**src/rtl/drp_arb_pkg.sv**
```systemverilog
// Shared types and constants for the DRP arbiter slice.
// Holds the FSM state encoding, the default timeout and the fill pattern used for timed-out reads.
package drp_arb_pkg;

  typedef enum logic [1:0] {
    ST_IDLE  = 2'd0,
    ST_ISSUE = 2'd1,
    ST_WAIT  = 2'd2,
    ST_RESP  = 2'd3
  } state_e;

  localparam int TIMEOUT_DEFAULT = 1024;

  // Read data returned when the DRP port never answers; sliced to the data width at use.
  localparam logic [63:0] RSP_TMO_DATA = '1;

  function automatic logic [15:0] sat_inc16(input logic [15:0] v);
    return (v == 16'hFFFF) ? v : v + 16'd1;
  endfunction

endpackage

```
**src/rtl/drp_arbiter_if.sv**
```systemverilog
// Requester-side and DRP-port-side bundles for the DRP arbiter.
// master drives the request or the DRP strobe; slave answers.
interface drp_req_if #(
  parameter int N_REQ = 2,
  parameter int AW    = 11,
  parameter int DW    = 32
);
  logic [N_REQ-1:0]          req_valid;
  logic [N_REQ-1:0][AW-1:0]  req_addr;
  logic [N_REQ-1:0][DW-1:0]  req_di;
  logic [N_REQ-1:0]          req_we;
  logic [N_REQ-1:0]          req_int;
  logic [N_REQ-1:0]          req_ready;
  logic [N_REQ-1:0]          rsp_valid;
  logic [DW-1:0]             rsp_do;
  logic                      rsp_timeout;

  modport master (
    output req_valid, req_addr, req_di, req_we, req_int,
    input  req_ready, rsp_valid, rsp_do, rsp_timeout
  );

  modport slave (
    input  req_valid, req_addr, req_di, req_we, req_int,
    output req_ready, rsp_valid, rsp_do, rsp_timeout
  );
endinterface

interface drp_port_if #(
  parameter int AW = 11,
  parameter int DW = 32
);
  logic [AW-1:0] drp_addr;
  logic [DW-1:0] drp_di;
  logic          drp_we;
  logic          drp_en;
  logic          drp_int_reg;
  logic [DW-1:0] drp_do;
  logic          drp_rdy;

  modport master (
    output drp_addr, drp_di, drp_we, drp_en, drp_int_reg,
    input  drp_do, drp_rdy
  );

  modport slave (
    input  drp_addr, drp_di, drp_we, drp_en, drp_int_reg,
    output drp_do, drp_rdy
  );
endinterface

```
**src/rtl/drp_rr_pick.sv**
```systemverilog
// Combinational round-robin pick: first set request searching upward from ptr+1, wrapping.
// Zero latency; no state, the caller owns the pointer.
module drp_rr_pick #(
  parameter int N_REQ = 2,
  parameter int IW    = 1
) (
  input  logic [N_REQ-1:0] req,
  input  logic [IW-1:0]    ptr,
  output logic [N_REQ-1:0] grant,
  output logic [IW-1:0]    idx,
  output logic             any
);

  function automatic logic [IW-1:0] wrap_idx(input logic [IW-1:0] p, input int off);
    return IW'((int'(p) + off) % N_REQ);
  endfunction

  logic [IW-1:0] cand;

  always_comb begin
    grant = '0;
    idx   = '0;
    any   = 1'b0;
    cand  = '0;
    // Offset N_REQ lands back on ptr itself, so the last owner is considered last.
    for (int i = 1; i <= N_REQ; i++) begin
      cand = wrap_idx(ptr, i);
      if (!any && req[cand]) begin
        any         = 1'b1;
        idx         = cand;
        grant[cand] = 1'b1;
      end
    end
  end

endmodule

```
**src/rtl/drp_arbiter.sv**
```systemverilog
// Round-robin owner of the FPGA-level DRP port, one transaction in flight; request->drp_en 1 cycle,
// drp_rdy->rsp_valid 1 cycle, forced completion after TIMEOUT wait cycles; losers hold req_valid.
module drp_arbiter
  import drp_arb_pkg::*;
#(
  parameter int N_REQ   = 2,
  parameter int AW_FPGA = 11,
  parameter int DW      = 32,
  parameter int TIMEOUT = TIMEOUT_DEFAULT
) (
  input  logic        drp_clk,
  input  logic        drp_rst_n,
  drp_req_if.slave    rq,
  drp_port_if.master  dp,
  output logic        busy,
  output logic [15:0] timeout_cnt
);

  localparam int IW = $clog2(N_REQ);
  localparam int CW = $clog2(TIMEOUT);
  localparam logic [CW-1:0] WAIT_LAST = CW'(TIMEOUT - 1);

  state_e             state_q, state_d;
  logic [IW-1:0]      ptr_q, ptr_d;
  logic [N_REQ-1:0]   grant_q, grant_d;
  logic [CW-1:0]      wcnt_q, wcnt_d;
  logic [AW_FPGA-1:0] addr_q, addr_d;
  logic [DW-1:0]      di_q, di_d;
  logic               we_q, we_d;
  logic               en_q, en_d;
  logic               int_reg_q, int_reg_d;
  logic [N_REQ-1:0]   ready_q, ready_d;
  logic [N_REQ-1:0]   rsp_vld_q, rsp_vld_d;
  logic [DW-1:0]      rsp_do_q, rsp_do_d;
  logic               rsp_tmo_q, rsp_tmo_d;
  logic               busy_q, busy_d;
  logic [15:0]        tcnt_q, tcnt_d;

  logic [N_REQ-1:0]   pick_oh;
  logic [IW-1:0]      pick_idx;
  logic               pick_any;

  drp_rr_pick #(
    .N_REQ (N_REQ),
    .IW    (IW)
  ) u_pick (
    .req   (rq.req_valid),
    .ptr   (ptr_q),
    .grant (pick_oh),
    .idx   (pick_idx),
    .any   (pick_any)
  );

  // Every port-facing output is a flop, so each one is computed one state ahead of where it is seen.
  always_comb begin
    state_d   = state_q;
    ptr_d     = ptr_q;
    grant_d   = grant_q;
    wcnt_d    = wcnt_q;
    addr_d    = addr_q;
    di_d      = di_q;
    we_d      = we_q;
    en_d      = 1'b0;
    int_reg_d = 1'b0;
    ready_d   = '0;
    rsp_vld_d = '0;
    rsp_do_d  = rsp_do_q;
    rsp_tmo_d = rsp_tmo_q;
    tcnt_d    = tcnt_q;

    unique case (state_q)
      ST_IDLE: begin
        if (pick_any) begin
          ptr_d     = pick_idx;
          grant_d   = pick_oh;
          addr_d    = rq.req_addr[pick_idx];
          di_d      = rq.req_di[pick_idx];
          we_d      = rq.req_we[pick_idx];
          en_d      = 1'b1;
          int_reg_d = rq.req_int[pick_idx];
          ready_d   = pick_oh;
          state_d   = ST_ISSUE;
        end
      end
      ST_ISSUE: begin
        wcnt_d  = '0;
        state_d = ST_WAIT;
      end
      ST_WAIT: begin
        // A ready on the last allowed cycle still counts as a normal completion.
        if (dp.drp_rdy) begin
          rsp_do_d  = dp.drp_do;
          rsp_tmo_d = 1'b0;
          rsp_vld_d = grant_q;
          state_d   = ST_RESP;
        end else if (wcnt_q == WAIT_LAST) begin
          rsp_do_d  = RSP_TMO_DATA[DW-1:0];
          rsp_tmo_d = 1'b1;
          rsp_vld_d = grant_q;
          tcnt_d    = sat_inc16(tcnt_q);
          state_d   = ST_RESP;
        end else begin
          wcnt_d = wcnt_q + 1'b1;
        end
      end
      ST_RESP: begin
        state_d = ST_IDLE;
      end
      default: begin
        state_d = ST_IDLE;
      end
    endcase

    busy_d = (state_d != ST_IDLE);
  end

  always_ff @(posedge drp_clk or negedge drp_rst_n) begin
    if (!drp_rst_n) begin
      state_q   <= ST_IDLE;
      ptr_q     <= IW'(N_REQ - 1);
      grant_q   <= '0;
      wcnt_q    <= '0;
      addr_q    <= '0;
      di_q      <= '0;
      we_q      <= 1'b0;
      en_q      <= 1'b0;
      int_reg_q <= 1'b0;
      ready_q   <= '0;
      rsp_vld_q <= '0;
      rsp_do_q  <= '0;
      rsp_tmo_q <= 1'b0;
      busy_q    <= 1'b0;
      tcnt_q    <= '0;
    end else begin
      state_q   <= state_d;
      ptr_q     <= ptr_d;
      grant_q   <= grant_d;
      wcnt_q    <= wcnt_d;
      addr_q    <= addr_d;
      di_q      <= di_d;
      we_q      <= we_d;
      en_q      <= en_d;
      int_reg_q <= int_reg_d;
      ready_q   <= ready_d;
      rsp_vld_q <= rsp_vld_d;
      rsp_do_q  <= rsp_do_d;
      rsp_tmo_q <= rsp_tmo_d;
      busy_q    <= busy_d;
      tcnt_q    <= tcnt_d;
    end
  end

  assign rq.req_ready   = ready_q;
  assign rq.rsp_valid   = rsp_vld_q;
  assign rq.rsp_do      = rsp_do_q;
  assign rq.rsp_timeout = rsp_tmo_q;
  assign dp.drp_addr    = addr_q;
  assign dp.drp_di      = di_q;
  assign dp.drp_we      = we_q;
  assign dp.drp_en      = en_q;
  assign dp.drp_int_reg = int_reg_q;
  assign busy           = busy_q;
  assign timeout_cnt    = tcnt_q;

endmodule

```
**src/flat_wrapper.sv**
```systemverilog
// flat-port wrapper written by rule: the top's interface ports become plain ports
module drp_arbiter_flat import drp_arb_pkg::*;
#(
  parameter int N_REQ   = 2,
  parameter int AW_FPGA = 11,
  parameter int DW      = 32,
  parameter int TIMEOUT = TIMEOUT_DEFAULT
)
  (drp_clk, drp_rst_n, busy, timeout_cnt, rq_req_valid, rq_req_addr, rq_req_di, rq_req_we, rq_req_int, rq_req_ready, rq_rsp_valid, rq_rsp_do, rq_rsp_timeout, dp_drp_addr, dp_drp_di, dp_drp_we, dp_drp_en, dp_drp_int_reg, dp_drp_do, dp_drp_rdy);
  drp_req_if #(.N_REQ(N_REQ), .AW((11)), .DW(DW)) rq_i ();
  drp_port_if #(.AW((11)), .DW(DW)) dp_i ();
  input  logic drp_clk;
  input  logic drp_rst_n;
  output logic busy;
  output logic [15:0] timeout_cnt;
  input wire logic [$bits(rq_i.req_valid)-1:0] rq_req_valid;
  input wire logic [$bits(rq_i.req_addr)-1:0] rq_req_addr;
  input wire logic [$bits(rq_i.req_di)-1:0] rq_req_di;
  input wire logic [$bits(rq_i.req_we)-1:0] rq_req_we;
  input wire logic [$bits(rq_i.req_int)-1:0] rq_req_int;
  output wire logic [$bits(rq_i.req_ready)-1:0] rq_req_ready;
  output wire logic [$bits(rq_i.rsp_valid)-1:0] rq_rsp_valid;
  output wire logic [$bits(rq_i.rsp_do)-1:0] rq_rsp_do;
  output wire logic [$bits(rq_i.rsp_timeout)-1:0] rq_rsp_timeout;
  output wire logic [$bits(dp_i.drp_addr)-1:0] dp_drp_addr;
  output wire logic [$bits(dp_i.drp_di)-1:0] dp_drp_di;
  output wire logic [$bits(dp_i.drp_we)-1:0] dp_drp_we;
  output wire logic [$bits(dp_i.drp_en)-1:0] dp_drp_en;
  output wire logic [$bits(dp_i.drp_int_reg)-1:0] dp_drp_int_reg;
  input wire logic [$bits(dp_i.drp_do)-1:0] dp_drp_do;
  input wire logic [$bits(dp_i.drp_rdy)-1:0] dp_drp_rdy;
  assign rq_i.req_valid = rq_req_valid;
  assign rq_i.req_addr = rq_req_addr;
  assign rq_i.req_di = rq_req_di;
  assign rq_i.req_we = rq_req_we;
  assign rq_i.req_int = rq_req_int;
  assign rq_req_ready = rq_i.req_ready;
  assign rq_rsp_valid = rq_i.rsp_valid;
  assign rq_rsp_do = rq_i.rsp_do;
  assign rq_rsp_timeout = rq_i.rsp_timeout;
  assign dp_drp_addr = dp_i.drp_addr;
  assign dp_drp_di = dp_i.drp_di;
  assign dp_drp_we = dp_i.drp_we;
  assign dp_drp_en = dp_i.drp_en;
  assign dp_drp_int_reg = dp_i.drp_int_reg;
  assign dp_i.drp_do = dp_drp_do;
  assign dp_i.drp_rdy = dp_drp_rdy;
  drp_arbiter #(.N_REQ(N_REQ), .AW_FPGA(AW_FPGA), .DW(DW), .TIMEOUT(TIMEOUT)) u_core (.drp_clk(drp_clk), .drp_rst_n(drp_rst_n), .rq(rq_i), .dp(dp_i), .busy(busy), .timeout_cnt(timeout_cnt));
endmodule
```
**config.mk**
```make
export PLATFORM = sky130hd
export DESIGN_NAME = drp_arbiter_flat
export DESIGN_NICKNAME = d
export VERILOG_FILES = /design/src/rtl/drp_arb_pkg.sv /design/src/rtl/drp_arbiter_if.sv /design/src/rtl/drp_rr_pick.sv /design/src/rtl/drp_arbiter.sv /design/src/flat_wrapper.sv
export SDC_FILE = /design/constraint.sdc
export NUM_CORES = 1
export LEC_CHECK = 0
export CAP_MARGIN = 10
export CORE_MARGIN = 3
export CORE_UTILIZATION = 30
export DETAILED_ROUTE_END_ITERATION = 12
export PLACE_DENSITY_LB_ADDON = 0.25
export SLEW_MARGIN = 20
export SYNTH_ARGS = -nofsm -noshare
export SYNTH_HDL_FRONTEND = slang
export SYNTH_HIERARCHICAL = 1
export SYNTH_SLANG_ARGS = --single-unit
```
**constraint.sdc**
```tcl
create_clock -name drp_clk -period 2.8 [get_ports drp_clk]
set_input_delay 0.28 -clock drp_clk [delete_from_list [all_inputs] [get_ports drp_clk]]
set_output_delay 0.28 -clock drp_clk [all_outputs]
set_load 0.01 [all_outputs]
```
==> impl_metrics.toml, run 1 <==
[run]
drv_cap = 0

[drt]
wl_um = 14300
drt_iter0_markers = 185
detail-route-antenna-nets = 0
dr.pass1.iters = 6
drc = 0
wl_per_cell_um = 15.1
vias_per_cell = 4.70
dr_total_vias = 4439

[worst_setup_path]
path_cells = "ha_1 > nand2_1 > or4_1 > o21ai_0 > mux2_2"
reg2reg_from = "u_core/timeout_cnt[0]$_DFFE_PN0P_"
arrival_ps = 2670
cp_max_fo = 11
worstSetupPathType = "flip-flop to flip-flop"
critPathSlowestCell = "or4_1"
critPathRequiredTime_ps = 3090
crit_start = "u_core/timeout_cnt[0]$_DFFE_PN0P_"
crit_path_max_incr_delay_ps = 730
cp-start-kind = "flip-flop"
end_kind = "flip-flop"

[sta]
slew_headroom = 0.537
setup_viol = 0
period_minus_slack_ps = 2380
hold_violations = 0
fin_tns_setup_ps = 0
drv_slew = 0
rsz0062_at_grt = "no"
max_freq_mhz = 419
tightest_slew_ps = 690
period_share = 0.852
finClkSkew_ps = 6.47

[die]
die_w_um = 138
die_h_um = 138
ios = 227
die_area_sq_um = 19000
core_sq_um = 16800
num_rows = 47
initial_core_util = 0.311

[synth]
synth_top_area_frac = 0.546
yosysWarnings = 6
synth-edff-count = 0
postSynthCellCount = 481
synth.area.top_cells = "dfrtp_1 55%, mux2i_1 8.8%, o21ai_0 4.8%"
synth_cell_types = 43
ys_seq_area_frac = 0.551
synth_flop_cell = "dfrtp_1"
synth_top_area_cell = "dfrtp_1"
syn_nets = 613
netlist_area_sq_um = 5230
synthArstFlopShare = 1.00
ys_seq_elements = 115
syn_avg_cell_area_sq_um = 10.9

[layout]
nFillCells = 1508
synthToLayoutAreaGrowth_pct = 60.8
n_antenna_cell = 0
multi_input_area_sq_um = 2220
seq_area_sq_um = 2880
layout.nets = 843
final_area_sq_um = 8400
drive_above_1_share = 0.0677

[clock_network]
clk_pin_slew_ps = 50
cts-buffers-inserted = 17
cts_setup_buffers = 0
clock_path_buffers = 2
cts_tree = "done"
htreeDepth = 4
clock_latency_ps = 400
cts_root_buffer = "clkbuf_16"
cts_resized = 0
cts_sinks = 115

[pwr]
intPower_mw = 5.27
power_leakage_nw = 3.49
ir_drop_mv = 0.398
p_comb_frac = 0.392
switching_share = 0.316
p_per_area_nw_per_um2 = 916
seqPwrFrac = 0.343
p_clk_frac = 0.265
switchingPower_mw = 2.44

[grt]
gr-total-overflow = 0
grt_use_total = 0.153
first_global_vias = 4698
grt_pass1_wl_um = 23900
grt_max_degree = 94
antenna_found_initial = 0

[status]
status = "finished clean"

[placement]
gp_congestion = 0.760
portBuffers = 226
hpwl_um = 10700
dpl_cell_area_sq_um = 7830

[hold_path]
hold_class = "input pin to async pin"
-- critical path: cells and delay by family, from the launching register on --
family	cells	cell delay (ps)
compound gates	1	390
fa+ha+maj	1	220
flops	1	420
mux	1	380
simple gates	2	870
-- cell usage in the layout (no fill, tap or decap), types with 9 or more instances in the layout --
| cell type | n |
|---|---|
| buf_4 | 9 |
| clkbuf_16 | 17 |
| clkdlybuf4s50_1 | 225 |
| dfrtp_1 | 114 |
| inv_1 | 9 |
| mux2i_1 | 46 |
| nand2_1 | 54 |
| nand3_1 | 14 |
| nand3b_1 | 33 |
| o211ai_1 | 12 |
| o21a_1 | 33 |
| o21ai_0 | 50 |
| xnor2_1 | 11 |
-- metrics by stage --
stage / util / hold WS [ps] / power [mW] / worst slack, ps / std cells
finish: 0.500 / 422 / 7.70 / 415 / 944
global route: 0.500 / 485 / 8.22 / 321 / 944
CTS: 0.499 / 432 / 7.84 / 450 / 944
detailed placement: 0.465 / 324 / 5.73 / 470 / 911
global placement: 0.465 / 317 / 5.66 / 489 / 911
floorplan: - / -15.6 / 3.96 / 652 / 481
-- what timing repair did --
action	4_1_cts	5_1_grt
setup endpoints to repair	0	0
endpoints found under the hold margin	45	0
hold buffers	1	0
-- cell families (layout without fill, tap and decap cells) --
kind of cell,after synthesis,in the layout,share of synthesized area
and+or+nand+nor,149,149,0.160
adders and majority gates,5,5,0.0120
xor gates and xnor gates,15,15,0.0251
muxes,47,47,0.0902
DFF,115,115,0.551
AOI/OAI and AO/OA,112,112,0.135
buffers and inverters,38,281,0.0275
-- power groups by stage --
stage / registers [mW] / logic [mW] / clock network, mW
finish: 2.64 / 3.02 / 2.04
global route: 2.73 / 3.29 / 2.20
CTS: 2.65 / 3.07 / 2.11
detailed placement: 2.67 / 3.06 / 0
global placement: 2.63 / 3.02 / 0
floorplan: 2.90 / 1.06 / 0
-- layout make-up --
cell class	count	area share
Sequential cell	115	0.343
Timing Repair Buffer	240	0.289
Clock buffer	22	0.0540
Tap cell	220	0.0328
Clock inverter	10	0.0130
Inverter	9	0.00402
Multi-Input combinational cell	328	0.265
-- Yosys cell counts (6+ instances only) --
cell type and number:
nor2_1 6, nand3_1 14, nand3b_1 33, nand2_1 55, nand4_1 6, dfrtp_1 114
xnor2_1 11, o211ai_1 12, mux2i_1 46, clkbuf_1 24, o21ai_0 50, nor3_1 6
inv_1 9, o21a_1 33
-- layer usage --
layer,vias to the layer above,track usage,part of all wire
li1,2175,-,-
met3,6,0.0642,0.081
met5,-,0,0
met2,154,0.260,0.51
met1,2104,0.178,0.40
met4,0,0.0447,0.0081
-- worst paths after layout --
path,to,slack (ps),cells after the start
max,u_core/timeout_cnt[1]$_DFFE_PN0P_,420,5
max in group asynchronous,u_core/timeout_cnt[15]$_DFFE_PN0P_,1580,3
min in group drp_clk,u_core/grant_q[0]$_DFFE_PN0P_,470,1
max reg2reg,u_core/timeout_cnt[1]$_DFFE_PN0P_,420,5
min,u_core/dp.drp_di[10]$_DFFE_PN0P_,420,2
min reg2reg,u_core/grant_q[0]$_DFFE_PN0P_,470,1
(Power assumes the default switching activity.)
==> run 2, diff against run 1 <==
--- a/config.mk
+++ b/config.mk
@@ -15,3 +15,4 @@
 export SYNTH_HDL_FRONTEND = slang
 export SYNTH_HIERARCHICAL = 1
 export SYNTH_SLANG_ARGS = --single-unit
+export TNS_END_PERCENT = 20
==> results of run 2 <==
The final DEF is identical to that of run 1; final timing and power are the same.
